<file path="src/rtl/mult_arb_if.sv">
// Request/grant/result bundle for mult_arb_seq.
// The master side (requesters) drives the requests and operands.
// The slave side (the multiplier) drives the grants, done pulses, product and busy.
interface mult_arb_if;
    logic       req0;
    logic [3:0] x0;
    logic [3:0] y0;
    logic       req1;
    logic [3:0] x1;
    logic [3:0] y1;
    logic       gnt0;
    logic       gnt1;
    logic       done0;
    logic       done1;
    logic [7:0] pro;
    logic       busy;

    modport master (
        output req0, x0, y0, req1, x1, y1,
        input  gnt0, gnt1, done0, done1, pro, busy
    );

    modport slave (
        input  req0, x0, y0, req1, x1, y1,
        output gnt0, gnt1, done0, done1, pro, busy
    );
endinterface

</file>
<file path="src/rtl/mult_arb_seq.sv">
// Two-requester arbitrated 4x4 unsigned shift-add multiplier.
//
// Build option MULT_RR_ARB_EN:
//   defined   - round-robin arbitration; a "last served" pointer picks the winner
//               when both requesters ask at the same time.
//   undefined - fixed priority; requester 0 always wins and no pointer exists.
//
// Timeline from an accept edge E0:
//   - gnt is high in the cycle after E0.
//   - E1..E4 are the four iterations.
//   - done is high in the cycle after E4 (the DONE state).
//   - The FSM returns to IDLE at E5, so the earliest next accept is at E6.
//
// States:
//   IDLE | waiting for a request; the only state in which requests are sampled
//   RUN  | one shift-add iteration per clock, four in total
//   DONE | product registered, done pulse of the owner is high
module mult_arb_seq (
    input logic       clk,
    input logic       rst,
    mult_arb_if.slave bus
);

    typedef enum logic [1:0] {
        IDLE = 2'd0,
        RUN  = 2'd1,
        DONE = 2'd2
    } state_t;

    state_t     state;
    logic [3:0] acc;
    logic [3:0] q;
    logic [3:0] b;
    logic [1:0] cnt;
    logic       owner;

    logic       gnt0_r;
    logic       gnt1_r;
    logic       done0_r;
    logic       done1_r;
    logic [7:0] pro_r;
    logic       busy_r;

    logic       win0;
    logic       win1;
    logic       accept;
    logic [4:0] sum;
    logic [3:0] acc_nx;
    logic [3:0] q_nx;

`ifdef MULT_RR_ARB_EN
    // last = 1 means requester 1 was served most recently.
    logic last;

    // Round-robin winner select: on a tie, the requester not served last wins.
    always_comb begin
        win0 = 1'b0;
        win1 = 1'b0;
        if (bus.req0 && bus.req1) begin
            win0 = last;
            win1 = ~last;
        end else begin
            win0 = bus.req0;
            win1 = bus.req1;
        end
    end

    // Pointer records the winner of every accept.
    always_ff @(posedge clk) begin
        if (rst) begin
            last <= 1'b1;
        end else if (accept) begin
            last <= win1;
        end
    end
`else
    // Fixed priority winner select: requester 0 always beats requester 1.
    always_comb begin
        win0 = bus.req0;
        win1 = bus.req1 & ~bus.req0;
    end
`endif

    assign accept = (state == IDLE) && (win0 || win1);

    // One shift-add step: the 5-bit sum keeps the carry, then {carry,acc,q} >> 1.
    always_comb begin
        sum    = {1'b0, acc} + (q[0] ? {1'b0, b} : 5'd0);
        acc_nx = sum[4:1];
        q_nx   = {sum[0], q[3:1]};
    end

    // Sequencer FSM with registered handshake outputs and datapath registers.
    always_ff @(posedge clk) begin
        if (rst) begin
            state   <= IDLE;
            acc     <= 4'd0;
            q       <= 4'd0;
            b       <= 4'd0;
            cnt     <= 2'd0;
            owner   <= 1'b0;
            gnt0_r  <= 1'b0;
            gnt1_r  <= 1'b0;
            done0_r <= 1'b0;
            done1_r <= 1'b0;
            pro_r   <= 8'h00;
            busy_r  <= 1'b0;
        end else begin
            gnt0_r  <= 1'b0;
            gnt1_r  <= 1'b0;
            done0_r <= 1'b0;
            done1_r <= 1'b0;
            case (state)
                IDLE: begin
                    if (accept) begin
                        b      <= win0 ? bus.x0 : bus.x1;
                        q      <= win0 ? bus.y0 : bus.y1;
                        acc    <= 4'd0;
                        cnt    <= 2'd0;
                        owner  <= win1;
                        gnt0_r <= win0;
                        gnt1_r <= win1;
                        busy_r <= 1'b1;
                        state  <= RUN;
                    end
                end
                RUN: begin
                    acc <= acc_nx;
                    q   <= q_nx;
                    cnt <= cnt + 2'd1;
                    if (cnt == 2'd3) begin
                        pro_r   <= {acc_nx, q_nx};
                        done0_r <= ~owner;
                        done1_r <= owner;
                        state   <= DONE;
                    end
                end
                DONE: begin
                    busy_r <= 1'b0;
                    state  <= IDLE;
                end
                default: begin
                    busy_r <= 1'b0;
                    state  <= IDLE;
                end
            endcase
        end
    end

    assign bus.gnt0  = gnt0_r;
    assign bus.gnt1  = gnt1_r;
    assign bus.done0 = done0_r;
    assign bus.done1 = done1_r;
    assign bus.pro   = pro_r;
    assign bus.busy  = busy_r;

endmodule

</file>
<file path="src/flat_wrapper.sv">
// flat-port wrapper written by rule: the top's interface ports become plain ports
module mult_arb_seq_flat 
  (clk, rst, bus_req0, bus_x0, bus_y0, bus_req1, bus_x1, bus_y1, bus_gnt0, bus_gnt1, bus_done0, bus_done1, bus_pro, bus_busy);
  mult_arb_if bus_i ();
  input logic clk;
  input logic rst;
  input wire logic [$bits(bus_i.req0)-1:0] bus_req0;
  input wire logic [$bits(bus_i.x0)-1:0] bus_x0;
  input wire logic [$bits(bus_i.y0)-1:0] bus_y0;
  input wire logic [$bits(bus_i.req1)-1:0] bus_req1;
  input wire logic [$bits(bus_i.x1)-1:0] bus_x1;
  input wire logic [$bits(bus_i.y1)-1:0] bus_y1;
  output wire logic [$bits(bus_i.gnt0)-1:0] bus_gnt0;
  output wire logic [$bits(bus_i.gnt1)-1:0] bus_gnt1;
  output wire logic [$bits(bus_i.done0)-1:0] bus_done0;
  output wire logic [$bits(bus_i.done1)-1:0] bus_done1;
  output wire logic [$bits(bus_i.pro)-1:0] bus_pro;
  output wire logic [$bits(bus_i.busy)-1:0] bus_busy;
  assign bus_i.req0 = bus_req0;
  assign bus_i.x0 = bus_x0;
  assign bus_i.y0 = bus_y0;
  assign bus_i.req1 = bus_req1;
  assign bus_i.x1 = bus_x1;
  assign bus_i.y1 = bus_y1;
  assign bus_gnt0 = bus_i.gnt0;
  assign bus_gnt1 = bus_i.gnt1;
  assign bus_done0 = bus_i.done0;
  assign bus_done1 = bus_i.done1;
  assign bus_pro = bus_i.pro;
  assign bus_busy = bus_i.busy;
  mult_arb_seq u_core (.clk(clk), .rst(rst), .bus(bus_i));
endmodule
</file>
<file path="config.mk">
export PLATFORM = sky130hd
export DESIGN_NAME = mult_arb_seq_flat
export DESIGN_NICKNAME = d
export VERILOG_FILES = /design/src/rtl/mult_arb_if.sv /design/src/rtl/mult_arb_seq.sv /design/src/flat_wrapper.sv
export SDC_FILE = /design/constraint.sdc
export NUM_CORES = 1
export LEC_CHECK = 0
export ABC_CLOCK_PERIOD_IN_PS = 2200
export BUFFER_PORTS_ARGS = -buffer_cell sky130_fd_sc_hd__clkbuf_2
export CAP_MARGIN = 20
export CELL_PAD_IN_SITES_DETAIL_PLACEMENT = 1
export CELL_PAD_IN_SITES_GLOBAL_PLACEMENT = 1
export CORE_ASPECT_RATIO = 2
export CORE_MARGIN = 1
export CORE_UTILIZATION = 39
export DETAILED_ROUTE_END_ITERATION = 10
export GPL_ROUTABILITY_DRIVEN = 0
export PLACE_DENSITY_LB_ADDON = 0.1
export SLEW_MARGIN = 20
export SYNTH_ARGS = -nofsm -noshare
export SYNTH_HDL_FRONTEND = slang
export SYNTH_SLANG_ARGS = --single-unit
</file>
<file path="constraint.sdc">
create_clock -name clk -period 2.2 [get_ports clk]
set_input_delay 0.33 -clock clk [delete_from_list [all_inputs] [get_ports clk]]
set_output_delay 0.33 -clock clk [all_outputs]
set_load 0.02 [all_outputs]
</file>
# Word level (Yosys, flattened, before mapping)
# Index checks and enable logic that the tools add are counted.
# word_totals
register_bits,30
inputBits,20
out_inout_bits,13
wordCells,50
# op_classes
addsub,2
eq_ne,4
n_mux,14
n_bitwise,7
n_reduce_logical,11
# op_table
cell,count
two-way mux 4 bit,5
case mux 4 bit (2 select lines),2
AND reduction 2 bit,5
case mux 2 bit (2 select lines),2
two-way mux 2 bit,3
inverter 1 bit,6
OR reduction 3 bit,2
adder 4 x 5 -> 5 bit,1
inequality test 2 x 1 -> 1 bit (second input constant),2
adder 2 x 1 -> 2 bit (second input constant),1
equality test 2 x 1 -> 1 bit (second input constant),1
equality test 2 bit (second input constant),1
zero test 2 bit,1
case mux 1 bit (2 select lines),1
nonzero test 2 bit,1
bitwise AND 1 bit,1
logical AND 1 bit,1
logical OR 1 bit,1
two-way mux 1 bit,1

# Logic depth before layout (Yosys ltp)
# Gate-level depths: netlist of run 1.
# logic_depth
depth_word,6
depth_mapped,6
depth_no_buf,6

# Worst setup path after synthesis of run 1
# No wires, ideal clock.
# synth_path
path_type,register to register
from,register u_core.q[0]
to,register u_core.pro_r[7] (netlist: u_core.bus.pro[7])
setup_time_ns,0.133
arrival_ns,1.437
required_time_ns,2.067
setup_slack_ns,0.630
path_stages_with_launch,7
n_path_buf,0
synth_period_minus_slack_ns,1.570
path_cell_list,dfxtp_1 and2_1 ha_1 fa_1 a21o_1 a21oi_1 a211oi_1
# synth_between
elab_chain_len,2
# synth_lines
item,line_no,source
"start, declared",mult_arb_seq.sv:32,logic [3:0] q;
"start signal, assigned",mult_arb_seq.sv:117,q <= win0 ? bus.y0 : bus.y1;
"start signal, assigned",mult_arb_seq.sv:129,q <= q_nx;
two-way mux 4 bit,mult_arb_seq.sv:88,"sum = {1'b0, acc} + (q[0] ? {1'b0, b} : 5'd0);"
adder 4 x 5 -> 5 bit,mult_arb_seq.sv:88,
"end signal, assigned",mult_arb_seq.sv:132,"pro_r <= {acc_nx, q_nx};"
"end, declared",mult_arb_seq.sv:41,logic [7:0] pro_r;
# Every way passes these cells.
# A chain may end at the register's enable or synchronous reset.

# Final worst setup path of run 1
# layout_path
from,register u_core.q[0]
to,register u_core.acc[3]
# layout_between
elab_chain_len,3
# layout_lines
item,line_no,source
two-way mux 4 bit,mult_arb_seq.sv:88,
adder 4 x 5 -> 5 bit,mult_arb_seq.sv:88,
case mux 4 bit (2 select lines),mult_arb_seq.sv:113,case (state)
"end signal, assigned",mult_arb_seq.sv:128,acc <= acc_nx;
"end, declared",mult_arb_seq.sv:31,logic [3:0] acc;
# Every way passes these cells.

==> reports/metrics.cfg, run 1 <==
[timing]
fmax_mhz=550.0
worst-slew-pin-transition_ns=0.7905
final-max-slew-violation-count=0
period_needed_ns=1.818
number_of_hold_violations_in_the_final_report=0
setup_total_negative_slack_ns=0
holdWs_ns=0.3761
skew_ns=0.002194
finalCritPeriodShare_pct=82.65
setup_repair_after_global_routing_missed_its_margin=false
report.final.setup_viol=0
remaining_max_slew_budget_at_the_tightest_pin_pct=47.10

[final_layout]
filler_cell_count=419
insertedDiodeCount=0
area_growth_syn_to_layout_pct=19.36
multiInputGateArea_um2=732.0
post_layout_nonfiller_instances=231
post-route-cell-area_um2=1674
layout_cell_share_with_drive_strength_beyond_1_pct=26.78
finalNetCount=208
seqCellArea_um2=600.6

[yosys]
dominantRegCellSynth=dfxtp_1
yosys_warnings=0
post_synth_and_or_nand_nor_area_fraction_pct=17.31
synthesized_instance_count=150
yosys.area_share.xor_xnor_pct=0.6244
postSynthRegisterBits=30
synth_top_family_by_area=compound AO/OA/AOI/OAI gates
synth_cell_type_count=38
synth-compound-area-share_pct=23.91
synth_area_per_cell_um2=9.351
yosysSeqAreaShare_pct=42.82
synth-edff-count=0
postSynth.asyncResetShare_pct=0
multiplexer_share_of_the_synthesized_area_pct=4.460
summed_instance_area_of_the_synthesized_netlist_um2=1403
yosys.area_share.adder_pct=5.888
synth_fp_nets=176

[routing]
routed-via-count=1255
avgViaCountPerCell=5.433
drt_first_iter_violations=13
wl_mm=3.608
drtAntennaViolNets=0
detail_route.wl_per_cell_um=15.62
drcViolationCount=0
dr.pass1.iters=5

[worst_setup_path]
critPathMaxFanout=5
reg2reg_depth=6
critical_path.startpoint=u_core.q[0]$_SDFFE_PP0P_
path_cells=and2_1 -> ha_1 -> fa_1 -> a21o_1 -> a21oi_1 -> o32ai_1
r2r_setup_slack_ns=0.38
cp.required_ns=2.34
critical_r2r_launch=u_core.q[0]$_SDFFE_PP0P_
worstSetupStartpointType=flip-flop
slowest_delay_ns=0.41
slowest_stage=fa_1
critical_path_arrival_ns=1.96
critical_path.endpoint=u_core.acc[3]$_SDFFE_PP0P_
critical_path.endpoint_type=flip-flop
path_class=flip-flop to flip-flop
reg2reg_to=u_core.acc[3]$_SDFFE_PP0P_

[global_routing]
grt_util_all_layers_pct=21.44
grt_busiest_layer=met2
grt.met2_usage_pct=40.78
first_global_vias=1319
grt.overflow.total=0
number_of_antenna_violations_at_the_first_check_in_global_routing=0
grt_first_pass_wirelength_mm=6.030
use_met3_pct=3.750
gr-usage-met1_pct=21.59
maximum_number_of_pins_on_one_net_before_global_route_repair=16

[die]
initial_core_util_pct=41.06
fp.coreArea_um2=3416
die_w_um=44.41
dieHeight_um=86.81
die-area_um2=3855
row_count=30
ios=33

[cts]
h-tree-depth=2
clk_lat_worst_skew_ns=0.28
ctsResizeCount=0
cts.sink_count=30
cts_buffer_depth=2
clkTransAtPathRegs_ns=0.06
numCtsBuffers=5
cts_setup_buffers=0
tritoncts=yes
cts_hold_repair.buffers=0
ctsRootBufferMaster=clkbuf_8

[placed_design]
buffer_ports.inserted=32
hpwl_detailed_mm=2.737
placed_cell_area_um2=1583
dp_cell_count=223

[worst_hold_path]
hold_path.startpoint=bus_x1[3]
min_path_type=input port to flip-flop
hold_path_depth=3

[run_status]
status=finished clean

[pwr]
worst_ir_drop_vdd_uv=606.9
p_per_area_nw_per_um2=709.1
power.static_leakage_nw=0.7229
design_power_total_mw=1.187

[flow_run]
maxCapViolations=0

[cell usage in the layout, fill, tap and decap left out, types with 2 or more instances in the layout]
cell type / instances
and2_1: 4
buf_4: 3
and3_1: 3
a21o_1: 3
inv_1: 2
nor2_1: 6
nor2b_1: 2
mux2i_1: 4
nand3b_1: 2
a21oi_1: 19
a211oi_1: 7
mux2_2: 2
a32oi_1: 2
o211ai_1: 9
nand2_1: 15
o311ai_1: 2
nand2b_1: 3
ha_1: 5
nor2_2: 2
dfxtp_1: 30
clkbuf_2: 32
clkbuf_8: 6
nand3_1: 3
nor3_1: 2
[cell usage after synthesis, drive strengths merged, types with 4 or more instances]
| cell type | number | share of area [%] |
|---|---|---|
| ha | 5 | 4.5 |
| and2 | 4 | 1.8 |
| a21oi | 19 | 6.8 |
| dfxtp | 30 | 43 |
| o211ai | 9 | 4.8 |
| buf | 7 | 3.7 |
| a211oi | 7 | 3.7 |
| nand2 | 15 | 4.0 |
| mux2i | 4 | 2.9 |
| nor2 | 8 | 2.5 |
[worst min-delay path by stage]
stage,to,slack (ns)
final,u_core.b[3]$_SDFFE_PP0N_,0.38
after global routing,u_core.b[2]$_SDFFE_PP0N_,0.41
after CTS,u_core.b[1]$_SDFFE_PP0N_,0.38
after detailed placement,u_core.bus.done0$_SDFF_PP0_,0.45
after global placement,u_core.bus.pro[3]$_SDFFE_PP0N_,0.44
after floorplan,u_core.bus.done0$_SDFF_PP0_,0.42
[area by class of cell]
type | instances | area share (%)
tap | 48 | 3.587
clock inverter | 1 | 0.2990
clock buffer | 7 | 5.157
multi-input combinational | 108 | 43.72
inverter | 2 | 0.4484
sequential | 30 | 35.87
timing repair buffer | 35 | 10.91
[cells by family (layout without fill, tap and decap cells)]
kind of cell | after synthesis | in the layout
adder cells (fa/ha/maj) | 6 | 6
AND/OR/NAND/NOR | 47 | 47
flip-flops | 30 | 30
AO/OA/AOI/OAI | 48 | 48
XOR/XNOR | 1 | 1
buffers and inverters | 12 | 45
multiplexers | 6 | 6
[flip-flops by register name (all words and copies together) (netlist names), 2 cells and up]
name            cells
u_core.q            4
u_core.state        2
u_core.bus.pro      8
u_core.b            4
u_core.acc          4
u_core.cnt          2
[per-stage QoR]
stage | worst slack (ns) | utilization (%)
6_report | 0.3818 | 49.01
5_1_grt | 0.3281 | 49.01
4_1_cts | 0.3871 | 49.01
3_5_place_dp | 0.3987 | 46.34
3_3_place_gp | 0.5142 | 46.34
2_1_floorplan | 0.6299 | -
[layer usage]
metal	wire length [µm]	up-vias	part of all wire (%)
met5	0	-	0
met4	68	0	1.9
met3	122	5	3.4
met2	2067	32	57
met1	1349	599	37
li1	-	619	-
[worst max-delay path, delay by kind of cell (launching register included)]
family,cells,cell delay [ns]
fa+ha+maj,2,0.61
compound gates,3,0.56
flops,1,0.36
simple gates,1,0.16
[power by group]
part           total [mW]  internal (mW)  switching, mW
clock network       0.450          0.252          0.198
logic               0.148         0.0612         0.0871
registers           0.589          0.569         0.0202
total                1.19          0.882          0.305
(Power assumes the default switching activity.)
==> inputs of run 2 (changes only) <==
Settings changed: ABC_CLOCK_PERIOD_IN_PS 2200 to 1500, CORE_UTILIZATION 39 to 35.
Clock period 2.2 ns to 1.5 ns, I/O delays scaled along.
==> run 2 against run 1 <==
The run now ends with setup timing left. Combinational power increased by 68%. First-iteration DRC count increased by 15%. Worst hold slack got worse by 0.15 ns. Sequential share of layout area decreased by 2.9 points. Wire length increased by 2.1%. Critical path depth unchanged. Cell count increased by 5.6%. Sequential cell count unchanged. Power increased by 49%. Non-clock buffer count increased by 10. Register-to-register slack got worse by 0.43 ns. Clock-buffer cell count unchanged. Highest routed layer unchanged.
==> reports/metrics.cfg, run 2 (synthesis gave the netlist of run 1 again) <==
[cts]
cts_hold_repair.buffers=0
cts.sink_count=30
h-tree-depth=2
numCtsBuffers=5
tritoncts=yes
cts_buffer_depth=2
ctsRootBufferMaster=clkbuf_8
clkTransAtPathRegs_ns=0.06
clk_lat_worst_skew_ns=0.28

[die]
row_count=32
die_w_um=46.76
initial_core_util_pct=36.49
ios=33
die-area_um2=4280
dieHeight_um=91.53
fp.coreArea_um2=3844

[global_routing]
first_global_vias=1296
maximum_number_of_pins_on_one_net_before_global_route_repair=13
grt_util_all_layers_pct=19.31
number_of_antenna_violations_at_the_first_check_in_global_routing=0
grt.overflow.total=0
grt_first_pass_wirelength_mm=5.982

[worst_setup_path]
critical_path.endpoint_type=flip-flop
critPathMaxFanout=4
critical_path_arrival_ns=1.70
cp.required_ns=1.65
worstSetupStartpointType=flip-flop
path_class=flip-flop to flip-flop

[final_layout]
insertedDiodeCount=0
post-route-cell-area_um2=1831
layout_commonest_cell=clkbuf_2
layout_cell_share_with_drive_strength_beyond_1_pct=38.34
area_growth_syn_to_layout_pct=30.51
largest_reg_flops=8
post_layout_nonfiller_instances=244
filler_cell_count=476
finalCoreUtilization_pct=47.62
finalNetCount=218
layout.cells.most_common_list=32 x clkbuf_2, 27 x dfxtp_1, 18 x a21oi_1

[pwr]
p_per_area_nw_per_um2=966.8
power.static_leakage_nw=0.7720
design_power_total_mw=1.770
worst_ir_drop_vdd_uv=574.1

[flow_run]
maxCapViolations=0

[timing]
final-max-slew-violation-count=0
remaining_max_slew_budget_at_the_tightest_pin_pct=74.07
setup_total_negative_slack_ns=-0.07880
setup_repair_after_global_routing_missed_its_margin=true
finalCritPeriodShare_pct=103.2
number_of_hold_violations_in_the_final_report=0
period_needed_ns=1.548
worst_slack_ns=-0.04770
worst-slew-pin-transition_ns=0.3886
skew_ns=0.007644
report.final.setup_viol=2
holdWs_ns=0.2306
fmax_mhz=646.1

[routing]
wl_mm=3.682
drtAntennaViolNets=0
routed-via-count=1287
dr.pass1.iters=4
drcViolationCount=0
drt_first_iter_violations=15
detail_route.wl_per_cell_um=15.09
avgViaCountPerCell=5.275

[placed_design]
buffer_ports.inserted=32
placed_cell_area_um2=1663
hpwl_detailed_mm=2.892
dp_cell_count=235
dp_worst_setup_slack_ns=-0.08643

[run_status]
status=finished with violations
violations=setup timing

[worst_hold_path]
min_path_type=input port to flip-flop

[run 2: cell types whose count changed in the layout (fill, tap and decap cells not counted), sizes merged]
| cell | change |
|---|---|
| buf | +10 |
[run 2: cell type report]
class	count	area (µm²)	share of cell area (%)
Clock buffer	7	86.33	4.716
Clock inverter	1	5.005	0.2734
Inverter	2	7.507	0.4101
Multi-Input combinational cell	108	805.8	44.02
Sequential cell	30	604.3	33.01
Tap cell	51	63.81	3.486
Timing Repair Buffer	45	257.7	14.08
[run 2: worst paths after layout]
path                                   from                             end  slack (ns)  cells past startpoint
min                                     rst        u_core.q[0]$_SDFFE_PP0P_        0.23                      2
min reg2reg  u_core.bus.pro[0]$_SDFFE_PP0N_  u_core.bus.pro[0]$_SDFFE_PP0N_        0.46                      2
max                u_core.q[0]$_SDFFE_PP0P_      u_core.acc[3]$_SDFFE_PP0P_       -0.05                      6
max reg2reg        u_core.q[0]$_SDFFE_PP0P_      u_core.acc[3]$_SDFFE_PP0P_       -0.05                      6
[run 2: critical path: stages, from the launching register on]
cell and delay, ns:
dfxtp_2 0.34, and2_4 0.14, ha_4 0.16, fa_2 0.35, a21o_1 0.18, a21oi_2 0.15
o32ai_1 0.10
[run 2: power by group]
part           switching (mW)  total (mW)  internal [mW]
clock                   0.288       0.657          0.369
combinational           0.137       0.248          0.111
sequential             0.0289       0.865          0.836
total                   0.454        1.77           1.32
[run 2: routing by layer]
| layer | track usage (%) | up-vias | routed length, µm |
|---|---|---|---|
| met1 | 19.75 | 622 | 1401 |
| met3 | 4.374 | 9 | 98 |
| li1 | - | 630 | - |
| met4 | 8.571 | 0 | 89 |
| met5 | 0 | - | 0 |
| met2 | 34.26 | 26 | 2092 |
[run 2: timing repair]
item                                   in CTS  in global routing
endpoints found under the hold margin       0                  0
setup endpoints to repair                   5                  5
setup buffers                               1                  0
resized for setup                           5                  9
pin swaps                                   7                  6
==> inputs of run 3 (changes only) <==
Settings changed: ABC_CLOCK_PERIOD_IN_PS 1500 to 1730, CORE_UTILIZATION 35 to 39, HOLD_SLACK_MARGIN set to 0.08.
Clock period 1.5 ns to 1.73 ns, I/O delays scaled along.
==> run 3 against run 2 <==
Sequential power is 14% lower. Clock skew down 0.0039 ns. Combinational power shrank 21%. Maximum frequency is 5.4% lower. Largest power group unchanged. Critical path depth is the same. The flow now finishes without violations.
==> reports/metrics.cfg, run 3 (synthesis gave the netlist of run 1 again) <==
[cts]
cts_buffer_depth=2
ctsRootBufferMaster=clkbuf_8
tritoncts=yes
clk_lat_worst_skew_ns=0.28
numCtsBuffers=5
cts.sink_count=30
cts_setup_buffers=0
clkTransAtPathRegs_ns=0.06
h-tree-depth=2

[worst_setup_path]
number_of_logic_stages_on_the_critical_path_including_buffering=6
cp.required_ns=1.88
slowest_delay_ns=0.36
critical_path_arrival_ns=1.79
timing.critical_path.max_delay_family=adder cells
r2r_setup_slack_ns=0.09
critical_path.n_buffers_inverters=0
reg2reg_depth=6
path_cells=and2_1 -> ha_1 -> fa_2 -> a21o_1 -> a21oi_2 -> o32ai_1
critical_path.endpoint=u_core.acc[3]$_SDFFE_PP0P_
reg2reg_to=u_core.acc[3]$_SDFFE_PP0P_
critical_r2r_launch=u_core.q[0]$_SDFFE_PP0P_
critical_path.startpoint=u_core.q[0]$_SDFFE_PP0P_
worstSetupStartpointType=flip-flop
critPathMaxFanout=5
critical_path.endpoint_type=flip-flop
slowest_stage=fa_2
path_class=flip-flop to flip-flop

[final_layout]
finalNetCount=209
finalCoreUtilization_pct=49.60
insertedDiodeCount=0
post-route-cell-area_um2=1694
area_growth_syn_to_layout_pct=20.78
layout_commonest_cell=clkbuf_2
layout.cells.most_common_list=32 x clkbuf_2, 30 x dfxtp_1, 18 x a21oi_1
layout_cell_share_with_drive_strength_beyond_1_pct=29.12
largest_reg_flops=8

[die]
ios=33
fp.coreArea_um2=3416
die-area_um2=3855
initial_core_util_pct=41.06
row_count=30
dieHeight_um=86.81
die_w_um=44.41

[timing]
holdWs_ns=0.2345
fmax_mhz=611.4
finalCritPeriodShare_pct=94.55
number_of_hold_violations_in_the_final_report=0
setup_repair_after_global_routing_missed_its_margin=false
report.final.setup_viol=0
remaining_max_slew_budget_at_the_tightest_pin_pct=65.97
setup_total_negative_slack_ns=0
period_needed_ns=1.636
worst-slew-pin-transition_ns=0.5105
final-max-slew-violation-count=0
skew_ns=0.003712

[routing]
wl_mm=3.683
drcViolationCount=0
drt_first_iter_violations=13
detail_route.wl_per_cell_um=16.01
dr.pass1.iters=2
routed-via-count=1261
avgViaCountPerCell=5.483
drtAntennaViolNets=0

[pwr]
power.static_leakage_nw=0.7196
worst_ir_drop_vdd_uv=726.2
p_per_area_nw_per_um2=884.8

[global_routing]
number_of_antenna_violations_at_the_first_check_in_global_routing=0
grt_first_pass_wirelength_mm=6.099
grt_util_all_layers_pct=21.59
grt.overflow.total=0
maximum_number_of_pins_on_one_net_before_global_route_repair=22
first_global_vias=1292

[placed_design]
buffer_ports.inserted=32
placed_cell_area_um2=1590
hpwl_detailed_mm=2.734

[worst_hold_path]
min_path_type=input port to flip-flop
hold_path_depth=2

[run_status]
status=finished clean

[flow_run]
maxCapViolations=0

## run 3: cell count changes in the layout (fill, tap and decap cells not counted), moves of 2 or more
cell	delta
o311ai_2	-2
ha_1	+2
dfxtp_1	+3
buf_4	-9
and2_1	+2
dfxtp_2	-3
and2_4	-2
ha_4	-2
o311ai_1	+2
## run 3: how the worst min path moves through the flow
stage / to / startpoint
detailed placement: u_core.bus.done0$_SDFF_PP0_ / u_core.owner$_SDFFE_PP0N_
global route: u_core.b[3]$_SDFFE_PP0N_ / rst
finish: u_core.b[3]$_SDFFE_PP0N_ / rst
floorplan: u_core.bus.done0$_SDFF_PP0_ / u_core.owner$_SDFFE_PP0N_
global placement: u_core.bus.done0$_SDFF_PP0_ / u_core.owner$_SDFFE_PP0N_
CTS: u_core.b[3]$_SDFFE_PP0N_ / rst
## run 3: layout make-up
class / count / area [µm²]
Fill cell: 409 / 1722
Sequential cell: 30 / 600.6
Clock buffer: 6 / 82.58
Tap cell: 48 / 60.06
Multi-Input combinational cell: 108 / 753.2
Timing Repair Buffer: 36 / 190.2
Inverter: 2 / 7.507
## run 3: metal layers
| layer | track usage [%] | vias to the layer above | wire length (µm) |
|---|---|---|---|
| met5 | 0 | - | 0 |
| met3 | 5.833 | 9 | 114 |
| met1 | 23.22 | 612 | 1475 |
| met4 | 9.091 | 0 | 86 |
| met2 | 37.97 | 26 | 2007 |
| li1 | - | 614 | - |
## run 3: repair_timing
item	4_1_cts	5_1_grt
endpoints found under the hold margin	0	0
hold buffers	0	0
resized for setup	0	4
endpoints found under the setup margin	0	3
## run 3: report_power, final
group / switching, mW / internal (mW)
Sequential: 0.0238 / 0.724
Clock: 0.249 / 0.306
Combinational: 0.115 / 0.0817
Total: 0.388 / 1.11
## run 3: per-stage QoR
step | total power, mW | worst slack, ns | cells
after floorplan | 0.8911 | 0.1599 | 150
after global placement | 0.9477 | 0.08804 | 224
after detailed placement | 0.9560 | 0.006612 | 224
after CTS | 1.516 | 0.002913 | 230
after global routing | 1.579 | 0.002861 | 230
final | 1.499 | 0.09431 | 230
